===== src/rtl/ps2_frame_receiver_if.sv =====
// Bundles the PS/2 pins and the decoded keyboard byte stream.
// The slave side is the receiver; the master side is the device/consumer side.
interface ps2_frame_receiver_if;
    logic       PS2_clk;
    logic       PS2_DAT;
    logic [7:0] data;
    logic       data_valid;
    logic       extended;
    logic       rx_error;

    modport master (
        output PS2_clk,
        output PS2_DAT,
        input  data,
        input  data_valid,
        input  extended,
        input  rx_error
    );

    modport slave (
        input  PS2_clk,
        input  PS2_DAT,
        output data,
        output data_valid,
        output extended,
        output rx_error
    );
endinterface


===== src/rtl/ps2_frame_receiver.sv =====
// PS/2 device-to-host receiver: pin conditioning, 11-bit frame deserialiser with timeout,
// and a scan-code decoder that forwards only make codes (tagged when preceded by E0).
module ps2_frame_receiver #(
    parameter int unsigned SYNC_STAGES    = 2,
    parameter int unsigned FILTER_LEN     = 8,
    parameter int unsigned TIMEOUT_CYCLES = 50000
) (
    input logic                 Clock,
    input logic                 Reset,
    ps2_frame_receiver_if.slave bus
);

    localparam int unsigned FW = $clog2(FILTER_LEN + 1);
    localparam int unsigned TW = $clog2(TIMEOUT_CYCLES + 1);
    localparam logic [FW-1:0] FILT_LAST = FW'(FILTER_LEN - 1);
    localparam logic [TW-1:0] TO_LAST   = TW'(TIMEOUT_CYCLES - 1);

    localparam logic [1:0] StIdle   = 2'd0;
    localparam logic [1:0] StData   = 2'd1;
    localparam logic [1:0] StParity = 2'd2;
    localparam logic [1:0] StStop   = 2'd3;

    localparam logic [7:0] CodeExt = 8'hE0;
    localparam logic [7:0] CodeBrk = 8'hF0;

    // Synchronisers preset to the idle-bus level.
    logic [SYNC_STAGES-1:0] clk_sync_q;
    logic [SYNC_STAGES-1:0] dat_sync_q;
    logic                   clk_s;
    logic                   dat_s;

    always_ff @(posedge Clock) begin
        if (Reset) begin
            clk_sync_q <= '1;
            dat_sync_q <= '1;
        end else begin
            clk_sync_q <= {clk_sync_q[SYNC_STAGES-2:0], bus.PS2_clk};
            dat_sync_q <= {dat_sync_q[SYNC_STAGES-2:0], bus.PS2_DAT};
        end
    end

    assign clk_s = clk_sync_q[SYNC_STAGES-1];
    assign dat_s = dat_sync_q[SYNC_STAGES-1];

    // Clock deglitch: fclk follows clk_s only after FILTER_LEN consecutive differing samples.
    logic          fclk_q;
    logic          fclk_prev_q;
    logic          fall_q;
    logic [FW-1:0] filt_cnt_q;

    always_ff @(posedge Clock) begin
        if (Reset) begin
            fclk_q      <= 1'b1;
            fclk_prev_q <= 1'b1;
            fall_q      <= 1'b0;
            filt_cnt_q  <= '0;
        end else begin
            fclk_prev_q <= fclk_q;
            fall_q      <= fclk_prev_q & ~fclk_q;
            if (clk_s == fclk_q) begin
                filt_cnt_q <= '0;
            end else if (filt_cnt_q == FILT_LAST) begin
                fclk_q     <= clk_s;
                filt_cnt_q <= '0;
            end else begin
                filt_cnt_q <= filt_cnt_q + 1'b1;
            end
        end
    end

    // Frame state, timeout and decoder.
    logic [1:0]    state_q;
    logic [2:0]    bitcnt_q;
    logic [7:0]    shift_q;
    logic          par_bit_q;
    logic [TW-1:0] to_cnt_q;
    logic          ext_pend_q;
    logic          brk_pend_q;
    logic [7:0]    data_q;
    logic          data_valid_q;
    logic          extended_q;
    logic          rx_error_q;

    logic timeout;
    logic parity_ok;
    logic frame_ok;

    always_comb begin
        timeout   = 1'b0;
        parity_ok = 1'b0;
        frame_ok  = 1'b0;
        // A fall in the same cycle takes priority over the timeout.
        timeout   = (state_q != StIdle) && (to_cnt_q == TO_LAST) && !fall_q;
        parity_ok = ^{shift_q, par_bit_q};
        frame_ok  = dat_s && parity_ok;
    end

    always_ff @(posedge Clock) begin
        if (Reset) begin
            state_q      <= StIdle;
            bitcnt_q     <= '0;
            shift_q      <= '0;
            par_bit_q    <= 1'b0;
            to_cnt_q     <= '0;
            ext_pend_q   <= 1'b0;
            brk_pend_q   <= 1'b0;
            data_q       <= '0;
            data_valid_q <= 1'b0;
            extended_q   <= 1'b0;
            rx_error_q   <= 1'b0;
        end else begin
            data_valid_q <= 1'b0;
            rx_error_q   <= 1'b0;

            if (fall_q) begin
                to_cnt_q <= '0;
            end else if (to_cnt_q != TO_LAST) begin
                to_cnt_q <= to_cnt_q + 1'b1;
            end

            if (timeout) begin
                state_q    <= StIdle;
                bitcnt_q   <= '0;
                shift_q    <= '0;
                ext_pend_q <= 1'b0;
                brk_pend_q <= 1'b0;
            end else if (fall_q) begin
                unique case (state_q)
                    StIdle: begin
                        if (!dat_s) begin
                            state_q  <= StData;
                            bitcnt_q <= '0;
                        end
                    end
                    StData: begin
                        shift_q  <= {dat_s, shift_q[7:1]};
                        bitcnt_q <= bitcnt_q + 1'b1;
                        if (bitcnt_q == 3'd7) begin
                            state_q <= StParity;
                        end
                    end
                    StParity: begin
                        par_bit_q <= dat_s;
                        state_q   <= StStop;
                    end
                    StStop: begin
                        state_q <= StIdle;
                        if (!frame_ok) begin
                            rx_error_q <= 1'b1;
                        end else if (shift_q == CodeExt) begin
                            ext_pend_q <= 1'b1;
                        end else if (shift_q == CodeBrk) begin
                            brk_pend_q <= 1'b1;
                        end else if (brk_pend_q) begin
                            // Break code: swallow it and forget any E0 prefix.
                            ext_pend_q <= 1'b0;
                            brk_pend_q <= 1'b0;
                        end else begin
                            data_q       <= shift_q;
                            extended_q   <= ext_pend_q;
                            data_valid_q <= 1'b1;
                            ext_pend_q   <= 1'b0;
                        end
                    end
                    default: state_q <= StIdle;
                endcase
            end
        end
    end

    assign bus.data       = data_q;
    assign bus.data_valid = data_valid_q;
    assign bus.extended   = extended_q;
    assign bus.rx_error   = rx_error_q;

endmodule

===== src/flat_wrapper.sv =====
// flat-port wrapper written by rule: the top's interface ports become plain ports
module ps2_frame_receiver_flat 
#(
    parameter int unsigned SYNC_STAGES    = 2,
    parameter int unsigned FILTER_LEN     = 8,
    parameter int unsigned TIMEOUT_CYCLES = 50000
)
  (Clock, Reset, bus_PS2_clk, bus_PS2_DAT, bus_data, bus_data_valid, bus_extended, bus_rx_error);
  ps2_frame_receiver_if bus_i ();
  input logic Clock;
  input logic Reset;
  input wire logic [$bits(bus_i.PS2_clk)-1:0] bus_PS2_clk;
  input wire logic [$bits(bus_i.PS2_DAT)-1:0] bus_PS2_DAT;
  output wire logic [$bits(bus_i.data)-1:0] bus_data;
  output wire logic [$bits(bus_i.data_valid)-1:0] bus_data_valid;
  output wire logic [$bits(bus_i.extended)-1:0] bus_extended;
  output wire logic [$bits(bus_i.rx_error)-1:0] bus_rx_error;
  assign bus_i.PS2_clk = bus_PS2_clk;
  assign bus_i.PS2_DAT = bus_PS2_DAT;
  assign bus_data = bus_i.data;
  assign bus_data_valid = bus_i.data_valid;
  assign bus_extended = bus_i.extended;
  assign bus_rx_error = bus_i.rx_error;
  ps2_frame_receiver #(.SYNC_STAGES(SYNC_STAGES), .FILTER_LEN(FILTER_LEN), .TIMEOUT_CYCLES(TIMEOUT_CYCLES)) u_core (.Clock(Clock), .Reset(Reset), .bus(bus_i));
endmodule

===== config.mk =====
export PLATFORM = sky130hd
export DESIGN_NAME = ps2_frame_receiver_flat
export DESIGN_NICKNAME = d
export VERILOG_FILES = /design/src/rtl/ps2_frame_receiver_if.sv /design/src/rtl/ps2_frame_receiver.sv /design/src/flat_wrapper.sv
export SDC_FILE = /design/constraint.sdc
export NUM_CORES = 1
export LEC_CHECK = 0
export ABC_CLOCK_PERIOD_IN_PS = 2250
export BUFFER_PORTS_ARGS = -buffer_cell sky130_fd_sc_hd__buf_4
export CAP_MARGIN = 15
export CORE_UTILIZATION = 50
export CTS_CLUSTER_SIZE = 28
export DETAILED_ROUTE_END_ITERATION = 8
export PLACE_DENSITY = 0.69
export SLEW_MARGIN = 20
export SYNTH_ARGS = -nofsm -noshare
export SYNTH_HDL_FRONTEND = slang
export SYNTH_SLANG_ARGS = --single-unit

===== constraint.sdc =====
create_clock -name Clock -period 2.25 [get_ports Clock]
set_clock_uncertainty 0.05 [all_clocks]
set_input_delay 0.45 -clock Clock [delete_from_list [all_inputs] [get_ports Clock]]
set_output_delay 0.45 -clock Clock [all_outputs]
set_load 0.005 [all_outputs]

==> summary.md, run 1 <==
| Metric | Value |
|---|---|
| Drt via density | 5.223 |
| Remaining DRCs | 0 |
| Arrival time worst endpoint | 2.10 ns |
| Sequential Power Share | 0.625 |
| Total Wirelength | 3.733 mm |
| CORE AREA | 4384 sq um |
| Register area | 1081 sq um |
| Root buffer cell | clkbuf_8 |
| Setup Buffers After CTS | 0 |
| Via count | 1661 |
| NumNets Final | 277 |
| CP Buf/Inv Count | 1 |
| Setup tns final | 0 ns |
| Buffers on Ports | 14 |
| Routability cong. | 0.7632 |
| Async SR Flop Fraction | 0 |
| Final ANT Viol Nets | 0 |
| Clock share of power | 0.353 |
| Status | completed |
| Critical setup path kind | flop to flop |
| FF+latch count, synth | 54 |
| Seq/Total Area, Yosys | 0.4708 |
| CP required | 2.40 ns |
| Endpoints failing hold | 0 |
| Synth top area share | 0.4708 |
| Die Ht | 69.77 um |
| Die Wd | 69.77 um |
| Family with the most delay on the worst path | XOR/XNOR gates |
| Synth Instances | 248 |
| Syn. warnings | 0 |
| Vias in the first global route | 1629 |
| Ratio of cells with drive above 1 in the final layout | 0.1316 |
| Crit-path cells | xor3_1 -> a2111oi_0 -> mux2i_1 -> buf_4 -> mux2i_1 -> nor2_1 |
| Synth Area per Inst | 9.258 sq um |
| Post-synth EDFFs | 0 |
| Ports | 15 |
| Crit path launch type | flop |
| Gate power share | 0.023 |
| Global-route wire length before repair | 7.003 mm |
| Largest stage delay on the critical path | 0.49 ns |
| Highest Clock Rate | 512.6 MHz |
| Clk_lat worst skew | 0.30 ns |
| Sw power | 0.3282 mW |
| R2r setup slk | 0.30 ns |
| Worst Setup End Kind | flop |
| Routed length per placed instance | 11.74 um |
| Synth cell types | 34 |
| FP Rows | 24 |
| Internal | 1.225 mW |
| PwrDens | 608.7 nW/um^2 |
| Slowest cell on crit path | xor3_1 |
| CTS Buf Count | 5 |
| Fin area | 2552 sq um |
| Hold-fix buffers, CTS | 0 |
| Ant diodes | 0 |
| Final HPWL DP | 2.612 mm |
| Final period util | 0.8670 |
| Initial antenna violation count | 0 |
| Multi-input gate area | 1139 sq um |
| Lkg Pwr | 1.043 nW |
| Die area | 4867 sq um |
| Area delta synth->final | 11.17% |
| Cts repair resizes | 0 |
| Placed Area | 2457 sq um |
| CP max FO | 10 |
| Worst hold slack | 0.2773 ns |
| Top_reg_cell synth | dfxtp_1 |
| Gr ovfl total | 0 |
| Hold/Removal Path Class | primary input to flop |
| Slew headroom | 0.5565 |
| Synth area leaders | dfxtp_1 (47%), nor2_1 (6.0%), mux2i_1 (5.2%), ha_1 (4.4%), nand2_1 (3.8%) |
| Power Total | 1.554 mW |
| Yosys top cell by area | dfxtp_1 |
| CTS tree | done |
| Max VDD drop | 0.0004124 V |
| Final Setup Violations | 0 |
| DRT iter0 DRCs | 87 |
| Largest net degree at the start of global routing | 20 |
| RSZ-0062 raised after global routing | false |
| H-tree depth | 2 |
| Fin. max-slew vios | 0 |
| Syn_nets | 260 |
| Slew @ Worst Pin | 0.6592 ns |
| Synth Cell Area | 2296 sq um |
| Clock-pin slew on the worst setup and hold paths | 0.10 ns |
| Total of max-cap violations | 0 |
| Clock period minus final worst setup slack | 1.951 ns |
| Max clock buf depth | 2 |
| Detailed-router iteration count before antenna repair | 4 |
| Sw frac | 0.2112 |
| Sink Count | 54 |
| Layout fillers | 400 |
| Initial core utilization | 0.5237 |
| Total track usage | 0.1773 |
| Most frequent cell on the critical path | mux2i_1 |
cells in the mapped netlist, types with 2 or more instances:
cell / instances
a31oi_1: 2
or2_2: 7
o21ai_0: 6
a32oi_1: 2
nand3_1: 16
a311oi_1: 2
dfxtp_1: 54
xor2_1: 9
xnor3_1: 2
inv_1: 10
mux2i_1: 12
or3_1: 2
nand4_1: 4
a21oi_1: 13
xnor2_1: 9
nor4bb_1: 2
ha_1: 8
nor2_1: 37
a211oi_1: 2
and3_1: 2
nor3_1: 6
clkbuf_1: 6
nand2_1: 23
a2111oi_0: 2
per-stage QoR:
step	setup slack, ns	util	instances
2_1_floorplan	0.4316	-	248
3_3_place_gp	0.3711	0.5605	310
3_5_place_dp	0.2864	0.5605	310
4_1_cts	0.2697	0.5822	318
5_1_grt	0.1570	0.5822	318
6_report	0.2992	0.5822	318
power by group through the flow:
stage	Combinational [mW]	Clock [mW]	Sequential, mW
6_report	0.0353	0.548	0.970
4_1_cts	0.0362	0.573	0.970
5_1_grt	0.0419	0.607	0.972
2_1_floorplan	0.0259	0	0.991
3_3_place_gp	0.0352	0	0.992
3_5_place_dp	0.0359	0	0.993
path summary, 6_finish.rpt:
| path | startpoint | to | cells after the start |
|---|---|---|---|
| worst max-delay path | u_core.shift_q[7] | u_core.bus.data[4] | 6 |
| worst min-delay path | bus_PS2_DAT | u_core.dat_sync_q[0] | 2 |
| worst max register to register | u_core.shift_q[7] | u_core.bus.data[4] | 6 |
| worst min register to register | u_core.fclk_prev_q | u_core.fall_q | 2 |
final cells by class:
cell class	instances	share of cell area
Clock inverter	2	0.004902
Sequential cell	54	0.4235
Tap cell	52	0.02549
Inverter	10	0.01471
Timing Repair Buffer	18	0.05294
Clock buffer	6	0.03235
Multi-Input combinational cell	176	0.4461
registers in the layout (all words and copies together) (netlist names), 2 cells and up:
| signal | flops |
|---|---|
| u_core.bitcnt_q | 3 |
| u_core.bus.data | 8 |
| u_core.clk_sync_q | 2 |
| u_core.dat_sync_q | 2 |
| u_core.filt_cnt_q | 4 |
| u_core.shift_q | 8 |
| u_core.state_q | 2 |
| u_core.to_cnt_q | 16 |
cell usage in the layout, fill, tap and decap left out, drive strengths merged:
| cell | n |
|---|---|
| nand2b | 1 |
| a211oi | 2 |
| a21oi | 13 |
| o41ai | 1 |
| a311oi | 2 |
| xor3 | 1 |
| mux2i | 12 |
| or3 | 2 |
| a31oi | 2 |
| nor4 | 1 |
| xor2 | 9 |
| inv | 10 |
| nor4bb | 2 |
| nor2 | 37 |
| nand2 | 23 |
| a21boi | 1 |
| buf | 18 |
| nor3 | 6 |
| xnor3 | 2 |
| nand4 | 4 |
| ha | 8 |
| o21ai | 6 |
| a32oi | 2 |
| clkinvlp | 1 |
| nand3 | 16 |
| clkbuf | 6 |
| xnor2 | 10 |
| dfxtp | 54 |
| nand3b | 1 |
| or2 | 7 |
| and3 | 2 |
| nor3b | 1 |
| a2111oi | 2 |
| clkinv | 1 |
per-layer routing:
layer / share of wire / track usage / up-vias
met2: 0.47 / 0.2906 / 18
met4: 0.013 / 0.06667 / 0
met1: 0.49 / 0.2250 / 758
li1: - / - / 881
met5: 0 / 0 / -
met3: 0.027 / 0.04360 / 4
cells by family (layout without fill, tap and decap cells):
kind of cell	count (synthesis)	in the layout	synth area share
AO/OA/AOI/OAI	31	31	0.08665
XOR/XNOR	22	22	0.1057
adder cells (fa/ha/maj)	8	8	0.04360
buffers and inverters	18	36	0.03324
flip-flops	54	54	0.4708
multiplexers	12	12	0.05232
AND/OR/NAND/NOR	103	103	0.2076
Note: power is estimated with default switching activity, not from simulation.
==> run 2, diff against run 1 <==
--- a/config.mk
+++ b/config.mk
@@ -8,10 +8,12 @@
 export ABC_CLOCK_PERIOD_IN_PS = 2250
 export BUFFER_PORTS_ARGS = -buffer_cell sky130_fd_sc_hd__buf_4
 export CAP_MARGIN = 15
-export CORE_UTILIZATION = 50
+export CELL_PAD_IN_SITES_DETAIL_PLACEMENT = 1
+export CELL_PAD_IN_SITES_GLOBAL_PLACEMENT = 2
+export CORE_UTILIZATION = 30
 export CTS_CLUSTER_SIZE = 28
 export DETAILED_ROUTE_END_ITERATION = 8
-export PLACE_DENSITY = 0.69
+export PLACE_DENSITY = 0.66
 export SLEW_MARGIN = 20
 export SYNTH_ARGS = -nofsm -noshare
 export SYNTH_HDL_FRONTEND = slang
==> summary.md, run 2 (synthesized netlist as in run 1, its figures left out) <==
| Metric | Value |
|---|---|
| Crit path launch type | flop |
| Layout fillers | 851 (+110%) |
| Crit-path cells | xor3_1 -> a2111oi_0 -> mux2i_1 -> buf_4 -> mux2i_1 -> nor2_1 |
| Commonest non-fill, non-tap cell in the layout | dfxtp_1 |
| CTS Buf Count | 5 (unchanged) |
| Max FFs per register | 16 (unchanged) |
| Power Total | 1.678 mW (+8.0%) |
| Detailed-router iteration count before antenna repair | 4 (unchanged) |
| Hold-fix buffers, CTS | 0 (unchanged) |
| Ports | 15 (unchanged) |
| CP Buf/Inv Count | 1 (unchanged) |
| Hold Path Depth | 2 (unchanged) |
| PwrDens | 631.2 nW/um^2 (+3.7%) |
| Largest stage delay on the critical path | 0.50 ns (about the same) |
| Status | completed |
| Most frequent cell on the critical path | mux2i_1 |
| Max VDD drop | 0.0002555 V (-38%) |
| Crit path depth | 6 (unchanged) |
| Global-route wire length before repair | 8.259 mm (+18%) |
| Gr ovfl total | 0 (unchanged) |
| Initial antenna violation count | 0 (unchanged) |
| Final HPWL DP | 3.377 mm (+29%) |
| Die Wd | 89.48 um (+28%) |
| Slew @ Worst Pin | 0.4934 ns (-0.1658 ns) |
| Setup tns final | 0 ns (unchanged) |
| Fin util | 0.3627 (-0.2195) |
| Slew headroom | 0.6666 (+0.1101) |
| CTS tree | done |
| Total Wirelength | 4.753 mm (+27%) |
| Root buffer cell | clkbuf_8 |
| Final ANT Viol Nets | 0 (unchanged) |
| CP required | 2.40 ns (about the same) |
| Drt via density | 4.756 (-8.9%) |
| Total track usage | 0.1328 (-0.04450) |
| Arrival time worst endpoint | 2.15 ns (+0.05 ns) |
| H-tree depth | 2 (unchanged) |
| Lkg Pwr | 1.074 nW (+3.0%) |
| Ratio of cells with drive above 1 in the final layout | 0.1444 (+0.01287) |
| Via count | 1755 (+5.7%) |
| Fin worst setup slack | 0.2550 ns (-0.04419 ns) |
| DRT iter0 DRCs | 41 (-53%) |
| Remaining DRCs | 0 (unchanged) |
| Multi-input gate area | 1139 sq um (unchanged) |
| Reg with most FFs | u_core.to_cnt_q |
| Area delta synth->final | 15.80% |
| Clock-pin slew on the worst setup and hold paths | 0.11 ns (about the same) |
| Slowest cell on crit path | xor3_1 |
| Final Setup Violations | 0 (unchanged) |
| Die area | 8007 sq um (+65%) |
| Die Ht | 89.48 um (+28%) |
| Setup Buffers After CTS | 0 (unchanged) |
| Hold/Removal Path Class | primary input to flop |
| RSZ-0062 raised after global routing | false |
| NumNets Final | 281 (+1.4%) |
| Final period util | 0.8867 (+0.01964) |
| Family with the most delay on the worst path | XOR/XNOR gates |
| Buffers on Ports | 14 (unchanged) |
| Clk_lat worst skew | 0.31 ns (about the same) |
| Highest Clock Rate | 501.3 MHz (-2.2%) |
| Cts repair resizes | 0 (unchanged) |
| Ant diodes | 0 (unchanged) |
| Largest net degree at the start of global routing | 20 (unchanged) |
| CORE AREA | 7331 sq um (+67%) |
| Sink Count | 54 (unchanged) |
| Reg2reg path depth | 6 (unchanged) |
| Max clock buf depth | 2 (unchanged) |
| Register area | 1081 sq um (unchanged) |
| Setup WS pre-CTS | 0.2581 ns (-0.02832 ns) |
| Routed length per placed instance | 12.88 um (+9.7%) |
| CP max FO | 10 (unchanged) |
| Critical setup path kind | flop to flop |
| Clock period minus final worst setup slack | 1.995 ns (+0.04419 ns) |
| FP Rows | 31 (+29%) |
| Worst hold slack | 0.2665 ns (-0.01078 ns) |
| Initial core utilization | 0.3132 (-0.2105) |
| Most frequent cells in the layout | dfxtp_1 (54), nor2_1 (37), nand2_1 (23) |
| Routability cong. | 0.6579 (-14%) |
| Worst Setup End Kind | flop |
| Vias in the first global route | 1755 (+7.7%) |
| Total of max-cap violations | 0 (unchanged) |
| Fin. max-slew vios | 0 (unchanged) |
| Endpoints failing hold | 0 (unchanged) |
run 2: changes by cell type in the layout (fill, tap and decap cells not counted), sizes merged:
cell / delta
bufinv: +1
clkinvlp: -1
inv: +1
clkbuf: -1
buf: +4
run 2: layout make-up:
| class | instances | area share |
|---|---|---|
| well taps | 99 | 0.04659 |
| flip-flops and latches | 54 | 0.4066 |
| clock inverters | 3 | 0.01647 |
| clock buffers | 5 | 0.02588 |
| repair buffers | 22 | 0.06212 |
| inverters | 10 | 0.01412 |
| multi-input cells | 176 | 0.4282 |
run 2: path summary, 6_finish.rpt:
check	from	to	slack (ns)
min	bus_PS2_DAT	u_core.dat_sync_q[0]	0.27
max reg2reg	u_core.shift_q[7]	u_core.bus.data[6]	0.25
max	u_core.shift_q[7]	u_core.bus.data[6]	0.25
min reg2reg	u_core.fclk_prev_q	u_core.fall_q	0.37
run 2: per-stage QoR:
| step | instances | area (sq um) |
|---|---|---|
| after global routing | 369 | 2659 |
| after detailed placement | 361 | 2546 |
| after floorplan | 248 | 2296 |
| after CTS | 369 | 2659 |
| after global placement | 361 | 2546 |
| final | 369 | 2659 |
run 2: worst register-to-register path, cell delays in order, from the launching register on:
cell and delay, ns:
dfxtp_1 0.43, xor3_1 0.50, a2111oi_0 0.36, mux2i_1 0.13, buf_4 0.21, mux2i_1 0.17
nor2_1 0.05
run 2: report_power, final:
group          internal, mW  leakage, nW  switching [mW]
Combinational        0.0153        0.579          0.0222
Clock                 0.334       0.0585           0.336
Sequential            0.964        0.437         0.00708
run 2: layer usage:
layer	GRT usage	part of all wire
met5	0	0
met4	0.03896	0.012
met3	0.02493	0.019
met2	0.2179	0.46
met1	0.1776	0.51
==> run 3, diff against run 2 <==
--- a/config.mk
+++ b/config.mk
@@ -5,7 +5,7 @@
 export SDC_FILE = /design/constraint.sdc
 export NUM_CORES = 1
 export LEC_CHECK = 0
-export ABC_CLOCK_PERIOD_IN_PS = 2250
+export ABC_CLOCK_PERIOD_IN_PS = 1600
 export BUFFER_PORTS_ARGS = -buffer_cell sky130_fd_sc_hd__buf_4
 export CAP_MARGIN = 15
 export CELL_PAD_IN_SITES_DETAIL_PLACEMENT = 1
@@ -13,7 +13,7 @@
 export CORE_UTILIZATION = 30
 export CTS_CLUSTER_SIZE = 28
 export DETAILED_ROUTE_END_ITERATION = 8
-export PLACE_DENSITY = 0.66
+export PLACE_DENSITY = 0.68
 export SLEW_MARGIN = 20
 export SYNTH_ARGS = -nofsm -noshare
 export SYNTH_HDL_FRONTEND = slang
==> constraint.sdc (replaced) <==
create_clock -name Clock -period 1.6 [get_ports Clock]
set_clock_uncertainty 0.05 [all_clocks]
set_input_delay 0.32 -clock Clock [delete_from_list [all_inputs] [get_ports Clock]]
set_output_delay 0.32 -clock Clock [all_outputs]
set_load 0.005 [all_outputs]
==> summary.md, run 3 (synthesized netlist as in run 1, its figures left out) <==
| Metric | Value |
|---|---|
| Slowest cell on crit path | xnor3_2 |
| Routability cong. | 0.7225 (+9.8%) |
| Gr ovfl total | 0 (unchanged) |
| Total of max-cap violations | 0 (unchanged) |
| Largest stage delay on the critical path | 0.41 ns (-0.09 ns) |
| Initial core utilization | 0.3132 (unchanged) |
| Reg2reg path depth | 6 (unchanged) |
| Fin. max-slew vios | 0 (unchanged) |
| CTS tree | done |
| Total Wirelength | 5.166 mm (+8.7%) |
| Clock-pin slew on the worst setup and hold paths | 0.09 ns (-0.02 ns) |
| CORE AREA | 7331 sq um (unchanged) |
| Worst R2R End | u_core.ext_pend_q |
| Hold Path Depth | 2 (unchanged) |
| Lkg Pwr | 1.304 nW (+21%) |
| Setup tns final | -3.360 ns (-3.360 ns) |
| Hold-fix buffers, CTS | 0 (unchanged) |
| Critical setup path kind | flop to flop |
| Sink Count | 54 (unchanged) |
| Remaining DRCs | 0 (unchanged) |
| Worst Setup End Kind | flop |
| Max FFs per register | 16 (unchanged) |
| CP max FO | 5 (-5) |
| Multi-input gate area | 1323 sq um (+16%) |
| Final period util | 1.122 (+0.2354) |
| Sw power | 0.5077 mW (+39%) |
| Min-Delay Endpoint | u_core.clk_sync_q[0] |
| Die area | 8007 sq um (unchanged) |
| Fin cells | 412 (+12%) |
| Hold/Removal Path Class | primary input to flop |
| Slew headroom | 0.7725 (+0.1059) |
| Ratio of cells with drive above 1 in the final layout | 0.4058 (+0.2613) |
| Endpoints failing hold | 0 (unchanged) |
| RSZ-0062 raised after global routing | true |
| Most frequent cells in the layout | buf_4 (57), dfxtp_1 (39), nor2_1 (31) |
| Dpl cells | 397 (+10%) |
| Detailed-router iteration count before antenna repair | 3 (-1) |
| Ant diodes | 0 (unchanged) |
| Global-route wire length before repair | 8.349 mm (+1.1%) |
| Gate power share | 0.035 (+0.013) |
| Family with the most delay on the worst path | XOR/XNOR gates |
| Clock period minus final worst setup slack | 1.795 ns (-0.1996 ns) |
| Routed length per placed instance | 12.54 um (-2.7%) |
| Final ANT Viol Nets | 0 (unchanged) |
| Reg with most FFs | u_core.to_cnt_q |
| DRT iter0 DRCs | 66 (+61%) |
| Slew @ Worst Pin | 0.3390 ns (-0.1544 ns) |
| Crit path launch type | flop |
| Arrival time worst endpoint | 1.97 ns (-0.18 ns) |
| Die Wd | 89.48 um (unchanged) |
| CP Buf/Inv Count | 1 (unchanged) |
| Fin util | 0.4419 (+0.07919) |
| Initial antenna violation count | 0 (unchanged) |
| Fin worst setup slack | -0.1954 ns (-0.4504 ns) |
| NumNets Final | 324 (+15%) |
| Clk_lat worst skew | 0.31 ns (about the same) |
| PwrDens | 730.4 nW/um^2 (+16%) |
| Sequential Power Share | 0.575 (-0.003) |
| Drt via density | 4.653 (-2.2%) |
| Layout fillers | 829 (-2.6%) |
| CTS Buf Count | 5 (unchanged) |
| Max VDD drop | 0.0003249 V (+27%) |
| Reg-to-reg startpoint | u_core.shift_q[2] |
| Buffers on Ports | 14 (unchanged) |
| Commonest non-fill, non-tap cell in the layout | buf_4 |
| Sw frac | 0.2146 (-0.002970) |
| Highest Clock Rate | 557.0 MHz (+11%) |
| Status | finished with violations |
| R2r setup slk | -0.20 ns (-0.45 ns) |
| CP required | 1.77 ns (-0.63 ns) |
| Register area | 1105 sq um (+2.2%) |
| Total track usage | 0.1391 (+0.006328) |
| Failing checks | setup timing |
| H-tree depth | 2 (unchanged) |
| Clock share of power | 0.390 (-0.009) |
| HP Start | bus_PS2_clk |
| Ports | 15 (unchanged) |
| Die Ht | 89.48 um (unchanged) |
| Final Setup Violations | 26 (+26) |
| Max clock buf depth | 2 (unchanged) |
| FP Rows | 31 (unchanged) |
| Crit-path cells | xor2_2 -> xnor3_2 -> buf_6 -> xnor2_4 -> a31oi_1 -> a311oi_1 |
| Power Total | 2.366 mW (+41%) |
| Vias in the first global route | 1773 (+1.0%) |
| Largest net degree at the start of global routing | 20 (unchanged) |
| Final HPWL DP | 3.530 mm (+4.5%) |
| Via count | 1917 (+9.2%) |
| Internal | 1.858 mW (+42%) |
| Root buffer cell | clkbuf_8 |
| Area delta synth->final | 41.09% |
==> run 3: cell types whose count changed in the layout (fill, tap and decap cells not counted), sizes merged <==
cell,delta
clkinv,-1
buf,+42
inv,-1
clkbuf,+2
clkinvlp,+1
==> run 3: area by class of cell <==
cell class / instances / share of cell area
flip-flops and latches: 54 / 0.3411
well taps: 99 / 0.03824
clock buffers: 6 / 0.02240
multi-input cells: 176 / 0.4083
inverters: 10 / 0.01159
repair buffers: 65 / 0.1669
clock inverters: 2 / 0.01159
==> run 3: metrics by stage <==
stage | hold WS (ns) | worst slack (ns) | instance area, sq um
floorplan | 0.3395 | -0.09383 | 2361
global placement | 0.3480 | -0.1712 | 2888
detailed placement | 0.3530 | -0.2068 | 2888
CTS | 0.1261 | -0.1662 | 3090
global route | 0.1233 | -0.2908 | 3239
finish | 0.1374 | -0.1954 | 3239
==> run 3: power groups by stage <==
stage / Combinational, mW / Sequential, mW / Clock (mW)
floorplan: 0.0415 / 1.39 / 0
global placement: 0.0647 / 1.39 / 0
detailed placement: 0.0659 / 1.39 / 0
CTS: 0.0661 / 1.36 / 0.968
global route: 0.0921 / 1.36 / 1.02
finish: 0.0818 / 1.36 / 0.923
==> run 3: timing repair <==
item,4_1_cts,5_1_grt
endpoints found under the setup margin,32,36
pin swaps,8,7
setup buffers,3,4
resized for setup,19,31
gates cloned,0,1
==> run 3: worst max-delay path by stage <==
stage,start,slack [ns],to,cells after the start
6_report,u_core.shift_q[2],-0.20,u_core.ext_pend_q,6
4_1_cts,u_core.shift_q[3],-0.17,u_core.ext_pend_q,6
3_3_place_gp,u_core.shift_q[3],-0.17,u_core.bus.data[3],8
2_1_floorplan,u_core.shift_q[3],-0.09,u_core.bus.data[0],6
5_1_grt,u_core.shift_q[3],-0.29,u_core.ext_pend_q,6
3_5_place_dp,u_core.shift_q[5],-0.21,u_core.ext_pend_q,6
==> run 3: worst register-to-register path: stages (launching register included) <==
cell,delay (ns)
dfxtp_4,0.38
xor2_2,0.18
xnor3_2,0.41
buf_6,0.15
xnor2_4,0.20
a31oi_1,0.11
a311oi_1,0.24
==> run 3: per-layer routing <==
layer | track usage | routed length, um | vias to the layer above
li1 | - | - | 970
met4 | 0.06061 | 92 | 0
met1 | 0.1847 | 2610 | 929
met3 | 0.03047 | 96 | 7
met5 | 0 | 0 | -
met2 | 0.2172 | 2366 | 11
